--- config.mk ---
export PLATFORM = sky130hd
export DESIGN_NAME = ifetch_sram_ctrl_flat
export DESIGN_NICKNAME = d
export VERILOG_FILES = /design/src/rtl/ifetch_pkg.sv /design/src/rtl/ifetch_sram_ctrl_if.sv /design/src/rtl/ifetch_rsp_fifo.sv /design/src/rtl/ifetch_sram_ctrl.sv /design/src/flat_wrapper.sv
export SDC_FILE = /design/constraint.sdc
export NUM_CORES = 1
export LEC_CHECK = 0
export CAP_MARGIN = 15
export CORE_ASPECT_RATIO = 0.8
export CORE_MARGIN = 2
export CORE_UTILIZATION = 46
export CTS_CLUSTER_DIAMETER = 40
export DETAILED_ROUTE_END_ITERATION = 6
export PLACE_DENSITY_LB_ADDON = 0.3
export SLEW_MARGIN = 20
export SYNTH_ARGS = -nofsm -noshare
export SYNTH_HDL_FRONTEND = slang
export SYNTH_SLANG_ARGS = --single-unit
export TNS_END_PERCENT = 50
--- constraint.sdc ---
create_clock -name clk -period 3.5 [get_ports clk]
set_input_delay 0.875 -clock clk [delete_from_list [all_inputs] [get_ports clk]]
set_output_delay 0.875 -clock clk [all_outputs]
set_load 0.02 [all_outputs]
--- src/rtl/ifetch_pkg.sv ---
// Shared types for the instruction-fetch path: response entry and illegal-instruction constant.
package ifetch_pkg;

    localparam int IR_W = 32;
    localparam logic [IR_W-1:0] ILLEGAL_IR = 32'h0000_0000;

    typedef struct packed {
        logic            err;
        logic [IR_W-1:0] ir;
    } ifetch_rsp_t;

endpackage

--- src/rtl/ifetch_sram_ctrl_if.sv ---
// Fetch request/response interface between the fetch unit (master) and its instruction source (slave).
interface ifetch_if_t #(
    parameter int AW = 32,
    parameter int DW = 32
) ();

    logic          req_vld;
    logic          req_rdy;
    logic [AW-1:0] req_pc;
    logic          rsp_vld;
    logic          rsp_rdy;
    logic [DW-1:0] rsp_ir;

    modport master (
        output req_vld, req_pc, rsp_rdy,
        input  req_rdy, rsp_vld, rsp_ir
    );

    modport slave (
        input  req_vld, req_pc, rsp_rdy,
        output req_rdy, rsp_vld, rsp_ir
    );

endinterface

--- src/rtl/ifetch_rsp_fifo.sv ---
// Two-entry FIFO of fetch responses; head is visible combinationally while not empty.
module ifetch_rsp_fifo
    import ifetch_pkg::*;
(
    input  logic        clk,
    input  logic        rst_n,
    input  logic        push_i,
    input  ifetch_rsp_t push_data_i,
    input  logic        pop_i,
    output ifetch_rsp_t head_o,
    output logic        empty_o,
    output logic        full_o,
    output logic [1:0]  cnt_o
);

    ifetch_rsp_t mem_q [2];
    logic       wr_ptr_q, rd_ptr_q;
    logic [1:0] cnt_q;

    // NOTE: pointers and count use non-blocking assignments so every register samples pre-edge values.
    always_ff @(posedge clk or negedge rst_n) begin
        if (!rst_n) begin
            wr_ptr_q <= 1'b0;
            rd_ptr_q <= 1'b0;
            cnt_q    <= 2'd0;
        end else begin
            if (push_i) wr_ptr_q <= ~wr_ptr_q;
            if (pop_i)  rd_ptr_q <= ~rd_ptr_q;
            case ({push_i, pop_i})
                2'b10:   cnt_q <= cnt_q + 2'd1;
                2'b01:   cnt_q <= cnt_q - 2'd1;
                default: cnt_q <= cnt_q;
            endcase
        end
    end

    // NOTE: storage is deliberately not reset; the count alone decides whether an entry is live.
    always_ff @(posedge clk) begin
        if (push_i) mem_q[wr_ptr_q] <= push_data_i;
    end

    assign head_o  = mem_q[rd_ptr_q];
    assign empty_o = (cnt_q == 2'd0);
    assign full_o  = (cnt_q == 2'd2);
    assign cnt_o   = cnt_q;

endmodule

--- src/rtl/ifetch_sram_ctrl.sv ---
// Serves fetch requests from a 1-cycle-latency SRAM with a bypass path and a 2-entry response buffer.
module ifetch_sram_ctrl
    import ifetch_pkg::*;
#(
    parameter int            AW         = 32,
    parameter int            DW         = 32,
    parameter int            DEPTH_LOG2 = 12,
    parameter logic [AW-1:0] BASE_ADDR  = 32'h0000_0000
) (
    input  logic                  clk,
    input  logic                  rst_n,
    ifetch_if_t.slave             ifetch,
    output logic                  sram_cs,
    output logic [DEPTH_LOG2-1:0] sram_addr,
    input  logic [DW-1:0]         sram_rdata,
    output logic [7:0]            err_cnt
);

    logic        err_req, req_hsk, rsp_hsk;
    logic        inflight_q, inflight_err_q;
    logic [7:0]  err_cnt_q, err_cnt_d;
    logic [1:0]  occ, occ_after;
    logic        fifo_push, fifo_pop, fifo_empty, fifo_full;
    logic [1:0]  fifo_cnt;
    ifetch_rsp_t s1_rsp, fifo_head, cur_rsp;

    assign err_req = (ifetch.req_pc[1:0] != 2'b00) |
                     (ifetch.req_pc[AW-1:DEPTH_LOG2+2] != BASE_ADDR[AW-1:DEPTH_LOG2+2]);

    assign req_hsk   = ifetch.req_vld & ifetch.req_rdy;
    assign sram_addr = ifetch.req_pc[DEPTH_LOG2+1:2];
    assign sram_cs   = req_hsk & ~err_req;

    // A request is in flight for exactly the one cycle the SRAM needs to return data.
    always_ff @(posedge clk or negedge rst_n) begin
        if (!rst_n) begin
            inflight_q     <= 1'b0;
            inflight_err_q <= 1'b0;
            err_cnt_q      <= 8'h00;
        end else begin
            inflight_q     <= req_hsk;
            inflight_err_q <= err_req;
            err_cnt_q      <= err_cnt_d;
        end
    end

    assign s1_rsp.err = inflight_err_q;
    assign s1_rsp.ir  = inflight_err_q ? ILLEGAL_IR : sram_rdata;

    // Older buffered responses always go first; the bypass is used only when the buffer is empty.
    // NOTE: every combinational output gets a default first so no path leaves a latch behind.
    always_comb begin
        cur_rsp        = fifo_empty ? s1_rsp : fifo_head;
        ifetch.rsp_vld = ~fifo_empty | inflight_q;
        ifetch.rsp_ir  = '0;
        if (ifetch.rsp_vld) ifetch.rsp_ir = cur_rsp.ir;
    end

    assign rsp_hsk   = ifetch.rsp_vld & ifetch.rsp_rdy;
    assign fifo_push = inflight_q & ~(fifo_empty & ifetch.rsp_rdy);
    assign fifo_pop  = ~fifo_empty & rsp_hsk;

    // rsp_vld is a function of state only, so req_rdy may look at rsp_rdy without a loop.
    assign occ            = {1'b0, inflight_q} + fifo_cnt;
    assign occ_after      = occ - {1'b0, rsp_hsk};
    assign ifetch.req_rdy = (occ_after < 2'd2);

    always_comb begin
        err_cnt_d = err_cnt_q;
        if (rsp_hsk && cur_rsp.err && (err_cnt_q != 8'hFF)) err_cnt_d = err_cnt_q + 8'd1;
    end

    assign err_cnt = err_cnt_q;

    ifetch_rsp_fifo u_rsp_fifo (
        .clk         (clk),
        .rst_n       (rst_n),
        .push_i      (fifo_push),
        .push_data_i (s1_rsp),
        .pop_i       (fifo_pop),
        .head_o      (fifo_head),
        .empty_o     (fifo_empty),
        .full_o      (fifo_full),
        .cnt_o       (fifo_cnt)
    );

    a_no_overflow: assert property (@(posedge clk) disable iff (!rst_n)
        !(fifo_push && fifo_full && !fifo_pop));

endmodule

--- src/flat_wrapper.sv ---
// flat-port wrapper written by rule: the top's interface ports become plain ports
module ifetch_sram_ctrl_flat import ifetch_pkg::*;
#(
    parameter int            AW         = 32,
    parameter int            DW         = 32,
    parameter int            DEPTH_LOG2 = 12,
    parameter logic [AW-1:0] BASE_ADDR  = 32'h0000_0000
)
  (clk, rst_n, sram_cs, sram_addr, sram_rdata, err_cnt, ifetch_req_vld, ifetch_req_pc, ifetch_rsp_rdy, ifetch_req_rdy, ifetch_rsp_vld, ifetch_rsp_ir);
  ifetch_if_t #(.AW(AW), .DW(DW)) ifetch_i ();
  input  logic clk;
  input  logic rst_n;
  output logic sram_cs;
  output logic [DEPTH_LOG2-1:0] sram_addr;
  input  logic [DW-1:0] sram_rdata;
  output logic [7:0] err_cnt;
  input wire logic [$bits(ifetch_i.req_vld)-1:0] ifetch_req_vld;
  input wire logic [$bits(ifetch_i.req_pc)-1:0] ifetch_req_pc;
  input wire logic [$bits(ifetch_i.rsp_rdy)-1:0] ifetch_rsp_rdy;
  output wire logic [$bits(ifetch_i.req_rdy)-1:0] ifetch_req_rdy;
  output wire logic [$bits(ifetch_i.rsp_vld)-1:0] ifetch_rsp_vld;
  output wire logic [$bits(ifetch_i.rsp_ir)-1:0] ifetch_rsp_ir;
  assign ifetch_i.req_vld = ifetch_req_vld;
  assign ifetch_i.req_pc = ifetch_req_pc;
  assign ifetch_i.rsp_rdy = ifetch_rsp_rdy;
  assign ifetch_req_rdy = ifetch_i.req_rdy;
  assign ifetch_rsp_vld = ifetch_i.rsp_vld;
  assign ifetch_rsp_ir = ifetch_i.rsp_ir;
  ifetch_sram_ctrl #(.AW(AW), .DW(DW), .DEPTH_LOG2(DEPTH_LOG2), .BASE_ADDR(BASE_ADDR)) u_core (.clk(clk), .rst_n(rst_n), .ifetch(ifetch_i), .sram_cs(sram_cs), .sram_addr(sram_addr), .sram_rdata(sram_rdata), .err_cnt(err_cnt));
endmodule
==> results of run 1 <==
[timing repair]
item,CTS,global route
gates resized for setup,4,4
pin swaps,0,1
endpoints found under the setup margin,2,1
[registers in the layout, summed over array words and instances (netlist names)]
name / count
u_core.err_cnt: 8
u_core.inflight_err_q: 1
u_core.inflight_q: 1
u_core.u_rsp_fifo.cnt_o: 2
u_core.u_rsp_fifo.mem_q: 66
u_core.u_rsp_fifo.rd_ptr_q: 1
u_core.u_rsp_fifo.wr_ptr_q: 1
[power by group through the flow]
stage                     clock network (mW)  logic, mW  registers [mW]
after global routing                   0.884       2.07            1.49
after detailed placement                   0       1.92            1.48
after floorplan                            0       1.11            1.44
after global placement                     0       1.91            1.46
after CTS                              0.846       1.92            1.46
final                                  0.831       1.93            1.46
[final cells by class]
| class | instances | area [µm²] |
|---|---|---|
| repair buffers | 109 | 1070 |
| clock inverters | 7 | 127.6 |
| inverters | 3 | 11.26 |
| well taps | 108 | 135.1 |
| flip-flops and latches | 80 | 2333 |
| fillers | 617 | 2875 |
| clock buffers | 9 | 123.9 |
| multi-input cells | 186 | 1306 |
[cells in the final DEF (no fill, tap or decap), types with 2 or more instances in the layout]
cell	n
and2_1	2
buf_4	10
bufinv_16	3
clkbuf_8	9
clkdlybuf4s50_1	96
clkinv_4	2
dfrtp_1	13
edfxtp_1	66
ha_1	3
inv_1	3
mux2_1	3
mux2_2	2
mux2i_1	32
nand2_1	6
nand2b_1	2
nand3_1	35
nand4_1	2
nor2_1	4
nor2_4	2
nor2b_1	34
nor3_1	2
nor4_1	5
o21ai_0	33
xnor2_1	4
xor2_1	4
[routing by layer]
| layer | share of wire, % | wire, µm |
|---|---|---|
| met3 | 6.6 | 522 |
| met4 | 0.69 | 55 |
| met1 | 44 | 3517 |
| met5 | 0 | 0 |
| met2 | 48 | 3850 |
[through the flow]
step | TNS (ns) | area, µm² | instances | hold WS (ns) | worst slack [ns]
6_report | 0 | 5107 | 502 | 0.5451 | 0.08455
5_1_grt | 0 | 5107 | 502 | 0.5689 | 0.006814
4_1_cts | 0 | 5096 | 502 | 0.5417 | 0.02274
3_5_place_dp | -0.4234 | 4845 | 486 | 0.5296 | -0.3028
3_3_place_gp | -0.3758 | 4845 | 486 | 0.5164 | -0.2816
2_1_floorplan | 0 | 3791 | 299 | 0.4608 | 0.03111
[cell families (layout without fill, tap and decap cells)]
group           count (synthesis)  after routing  share of synthesized area, %
simple gates                   99             99                         14.55
flops                          80             80                         61.52
mux                            38             38                         10.33
compound gates                 36             36                         5.380
buf+inv                        33            128                         4.918
xor+xnor                       10             10                         2.310
fa+ha+maj                       3              3                        0.9902
[worst min path at each step]
stage | start | to | cells after the start
after global placement | u_core.err_cnt[5] | u_core.err_cnt[5] | 1
after detailed placement | u_core.err_cnt[5] | u_core.err_cnt[5] | 1
after CTS | u_core.err_cnt[5] | u_core.err_cnt[5] | 1
after global routing | u_core.u_rsp_fifo.wr_ptr_q | u_core.u_rsp_fifo.wr_ptr_q | 1
after floorplan | u_core.u_rsp_fifo.wr_ptr_q | u_core.u_rsp_fifo.wr_ptr_q | 1
final | u_core.err_cnt[5] | u_core.err_cnt[5] | 1
==> results.cfg, run 1 <==
[run_status]
outcome = completed

[timing]
worst-slew-pin-transition_ns = 0.6622
rsz0062_at_grt = false
hold_viol_final = 0
finalCritPeriodShare_pct = 97.58
clock.fmax_ghz = 0.2928
slew_headroom_pct = 55.72
fin_crit_ns = 3.415
setup_viol = 0
skew_ns = 0.01093
slew_violations = 0

[drt]
routedWlPerCell_um = 15.83
wl_um = 7946
drt-pass1-iter-count = 4
drt_iter0_drc = 108
vias = 2576
drc = 0
final_antenna_net_count = 0
via_per_inst = 5.131

[worst_setup_path]
crit_fanout = 3
critical-path-top-delay-family = buffers and inverters
critPathMaxStageDelay_ns = 0.68
reg2reg_depth = 7
timing.rr.end = u_core.u_rsp_fifo.cnt_o[1]
cp-endpoint = ifetch_rsp_ir[30]
r2r_setup_slack_ns = 1.28
crit_top_cell = clkdlybuf4s50_1
path_depth = 5
startpoint_type = input pin
cp.arrival_ns = 2.54
cp_cell_sequence = clkdlybuf4s50_1, nor2b_1, nand3_1, o21ai_0, clkdlybuf4s50_1
timing.rr.start = u_core.u_rsp_fifo.cnt_o[1]
critical-path-slowest-cell = clkdlybuf4s50_1
crit_required_ns = 2.62
worstSetupStartpoint = sram_rdata[30]
endpoint_kind = primary output
worst-path-buf-inv = 2
critPathKind = input pin to primary output

[synthesis]
ys_top_cells_by_area = edfxtp_1, dfrtp_1, mux2i_1
synth_nets = 370
syn-instance-count = 299
synthTopCellsByCount = edfxtp_1, nand3_1, nor2b_1, o21ai_0, mux2i_1
synth.avg_cell_area_um2 = 12.68
synth_most_common_cell = edfxtp_1
syn_area_mm2 = 0.003791
ys_ff_latch = 80
ys_warn_count = 0
ys_seq_area_share_pct = 61.52
netlist.area_leader.share_pct = 52.28
synth_async_sr_flop_share_pct = 17.50
synth_top_area_cell = edfxtp_1
synth_ff_type = edfxtp_1
synth-edff-count = 66
synth_cell_types = 31

[placement]
gp_congestion = 0.7668
dp_hpwl_um = 5380
portBuffers = 98

[flow_run]
maxCapViolations = 0

[floorplanning]
die_h_um = 85.20
die-area_mm2 = 0.008989
die_w_um = 105.5
fp-row-count = 29
core-area_mm2 = 0.007983
start_util_pct = 47.49
io_pins = 123

[clocking]
worstSkewPairLatency_ns = 0.34
cts_buffer_depth = 2
clock-root-buffer = clkbuf_8
postCtsHoldBufs = 0
numCtsBuffers = 9
cts_sinks = 80
post_cts_buffers = 0
path_clk_slew_ns = 0.08
ctsHtreeMaxLevel = 3
cts_tree = done

[cells_and_area]
layout-drive-gt1-share_pct = 10.41
final_nets = 460
antennaDiodeCount = 0
fin_util_pct = 63.98
areaGrowthSynthToFinish_pct = 34.72

[power]
p_clk_share_pct = 19.7
p_per_area_mw_per_mm2 = 825.3
p_sw_mw = 1.553
vdd_ir_drop_max_uv = 398.4
seq_power_share_pct = 34.5
p_int_mw = 2.662
leakage_nw = 1.810
power_frac_comb_pct = 45.8
power_mw = 4.215
p_sw_share_pct = 36.85

[global_routing]
track_usage_pct = 18.40
grt_pass1_vias = 2647
met2_usage_pct = 30.85
grt_antenna_before_repair = 0
grt_max_degree = 68
overflow = 0
top_usage_layer = met2
grt_pass1_wl_um = 12560
use_met3_pct = 4.455
gr-usage-met1_pct = 23.36

[hold_path]
hold_class = register to register
No activity file was read; power rests on OpenSTA's default activity.
==> inputs of run 2 (changes only) <==
--- a/config.mk
+++ b/config.mk
@@ -8,7 +8,8 @@
 export CAP_MARGIN = 15
 export CORE_ASPECT_RATIO = 0.8
 export CORE_MARGIN = 2
-export CORE_UTILIZATION = 46
+export CORE_UTILIZATION = 50
+export CTS_BUF_LIST = sky130_fd_sc_hd__clkbuf_16
 export CTS_CLUSTER_DIAMETER = 40
 export DETAILED_ROUTE_END_ITERATION = 6
 export PLACE_DENSITY_LB_ADDON = 0.3
==> constraint.sdc (replaced) <==
create_clock -name clk -period 4.01 [get_ports clk]
set_input_delay 1.0025 -clock clk [delete_from_list [all_inputs] [get_ports clk]]
set_output_delay 1.0025 -clock clk [all_outputs]
set_load 0.02 [all_outputs]
==> run 2 against run 1 <==
Net effect:
- clock-buffer cell count did not move
- combinational power shrank 15%
- utilization increased by 5.2 points
- largest cell class unchanged
- largest power group unchanged
==> results.cfg, run 2 (same netlist as run 1, synthesis figures left out) <==
[run_status]
outcome = completed

[cells_and_area]
layout_common_cells = clkdlybuf4s50_1, edfxtp_1, nor2b_1, nand3_1, o21ai_0
layout_commonest_cell = clkdlybuf4s50_1
fin_area_mm2 = 0.005092
fin_util_pct = 69.22
layout-drive-gt1-share_pct = 7.969
largest_register_ffs = 66
final_nets = 455
antennaDiodeCount = 0
largest_register = u_core.u_rsp_fifo.mem_q
areaGrowthSynthToFinish_pct = 34.32
finalNonFillerCells = 479

[timing]
setup_viol = 0
rsz0062_at_grt = false
finalCritPeriodShare_pct = 94.14
hold_viol_final = 0
worst-slew-pin-transition_ns = 0.7987
slew_headroom_pct = 46.75
hold_slack_ns = 0.5362
finalSetupTns_ns = 0
fin_crit_ns = 3.775
slew_violations = 0
skew_ns = 0.006461
clock.fmax_ghz = 0.2649

[floorplanning]
core-area_mm2 = 0.007357
fp-row-count = 28
die_w_um = 101.4
die-area_mm2 = 0.008299
io_pins = 123
start_util_pct = 51.53
die_h_um = 81.89

[worst_setup_path]
crit_required_ns = 3.01
critPathKind = input pin to primary output
cp_cell_sequence = clkdlybuf4s50_1, and2_1, ha_1, nor2b_1, xnor2_1, clkdlybuf4s50_1
critical-path-slowest-cell = clkdlybuf4s50_1
cp.arrival_ns = 2.77
startpoint_type = input pin
crit_top_cell = clkdlybuf4s50_1
crit_fanout = 2
endpoint_kind = primary output
critPathMaxStageDelay_ns = 0.63

[power]
leakage_nw = 1.798
vdd_ir_drop_max_uv = 376.6
p_sw_share_pct = 36.33
p_int_mw = 2.365
p_clk_share_pct = 21.5
p_sw_mw = 1.350
seq_power_share_pct = 34.3
p_per_area_mw_per_mm2 = 729.5
power_frac_comb_pct = 44.3

[drt]
drt_iter0_drc = 103
via_per_inst = 5.338
routedWlPerCell_um = 16.01
drc = 0
wl_um = 7669
drt-pass1-iter-count = 4
vias = 2557
final_antenna_net_count = 0

[placement]
gp_congestion = 0.8016
dp_hpwl_um = 4835
place_area_mm2 = 0.004797
portBuffers = 98
dpl.cell_count = 463

[clocking]
worstSkewPairLatency_ns = 0.33
cts_buffer_depth = 2
post_cts_buffers = 0
postCtsHoldBufs = 0
clock-root-buffer = clkbuf_16
path_clk_slew_ns = 0.06
ctsHtreeMaxLevel = 3
cts_sinks = 80
numCtsBuffers = 9
cts_tree = done

[global_routing]
grt_max_degree = 68
grt_pass1_vias = 2628
grt_antenna_before_repair = 0
track_usage_pct = 20.03
overflow = 0
grt_pass1_wl_um = 12650

[flow_run]
maxCapViolations = 0

[hold_path]
hold_class = register to register
==> run 2: changes by cell type in the layout (fill, tap and decap cells not counted), moves of 2 or more <==
cell	change
bufinv_16	-2
buf_4	-6
clkbuf_8	-9
clkinvlp_4	+2
clkbuf_16	+9
==> run 2: path summary, 6_finish.rpt <==
kind                                                  from                         end  slack (ns)  cells past startpoint
worst min register to register           u_core.err_cnt[5]           u_core.err_cnt[5]        0.54                      1
max in group asynchronous                            rst_n  u_core.u_rsp_fifo.rd_ptr_q        2.52                      1
worst max register to register  u_core.u_rsp_fifo.rd_ptr_q           u_core.err_cnt[1]        1.82                      5
min in group asynchronous                            rst_n           u_core.err_cnt[0]        1.06                      1
worst min-delay path                     u_core.err_cnt[5]           u_core.err_cnt[5]        0.54                      1
worst max-delay path                        ifetch_rsp_rdy              ifetch_req_rdy        0.23                      6
==> run 2: cell type report <==
cell class | instances | area (µm²)
multi-input cells | 186 | 1289
fillers | 540 | 2265
inverters | 3 | 11.26
clock inverters | 7 | 71.32
clock buffers | 9 | 225.2
flip-flops and latches | 80 | 2333
well taps | 90 | 112.6
repair buffers | 104 | 1050
==> run 2: layer usage <==
metal | vias to the layer above | wire, µm | global-route usage (%)
met2 | 78 | 3790 | 34.64
met3 | 11 | 384 | 5.021
li1 | 1249 | - | -
met4 | 0 | 76 | 6.622
met1 | 1219 | 3418 | 24.86
met5 | - | 0 | 0
==> run 2: worst max-delay path: cells and delay by family <==
family                     cells  cell delay, ns
and+or+nand+nor                2            0.29
xor gates and xnor gates       1            0.15
buffers and inverters          2            1.06
adders and majority gates      1            0.26
==> run 2: power by group through the flow <==
stage          sequential, mW  clock (mW)  combinational (mW)
6_report                 1.27       0.797                1.64
5_1_grt                  1.30       0.851                1.77
4_1_cts                  1.27       0.813                1.67
3_5_place_dp             1.29           0                1.66
3_3_place_gp             1.28           0                1.64
2_1_floorplan            1.26           0               0.972
==> run 2: metrics by stage <==
stage / total power, mW / setup slack, ns
final: 3.715 / 0.2349
after global routing: 3.918 / 0.1597
after CTS: 3.754 / 0.2423
after detailed placement: 2.946 / -0.02891
after global placement: 2.915 / 0.02163
after floorplan: 2.230 / 0.4136
==> run 2: repair_timing <==
action / CTS / global route
gates resized for setup: 1 / 0
setup endpoints to repair: 1 / 0
hold endpoints to repair: 0 / 0
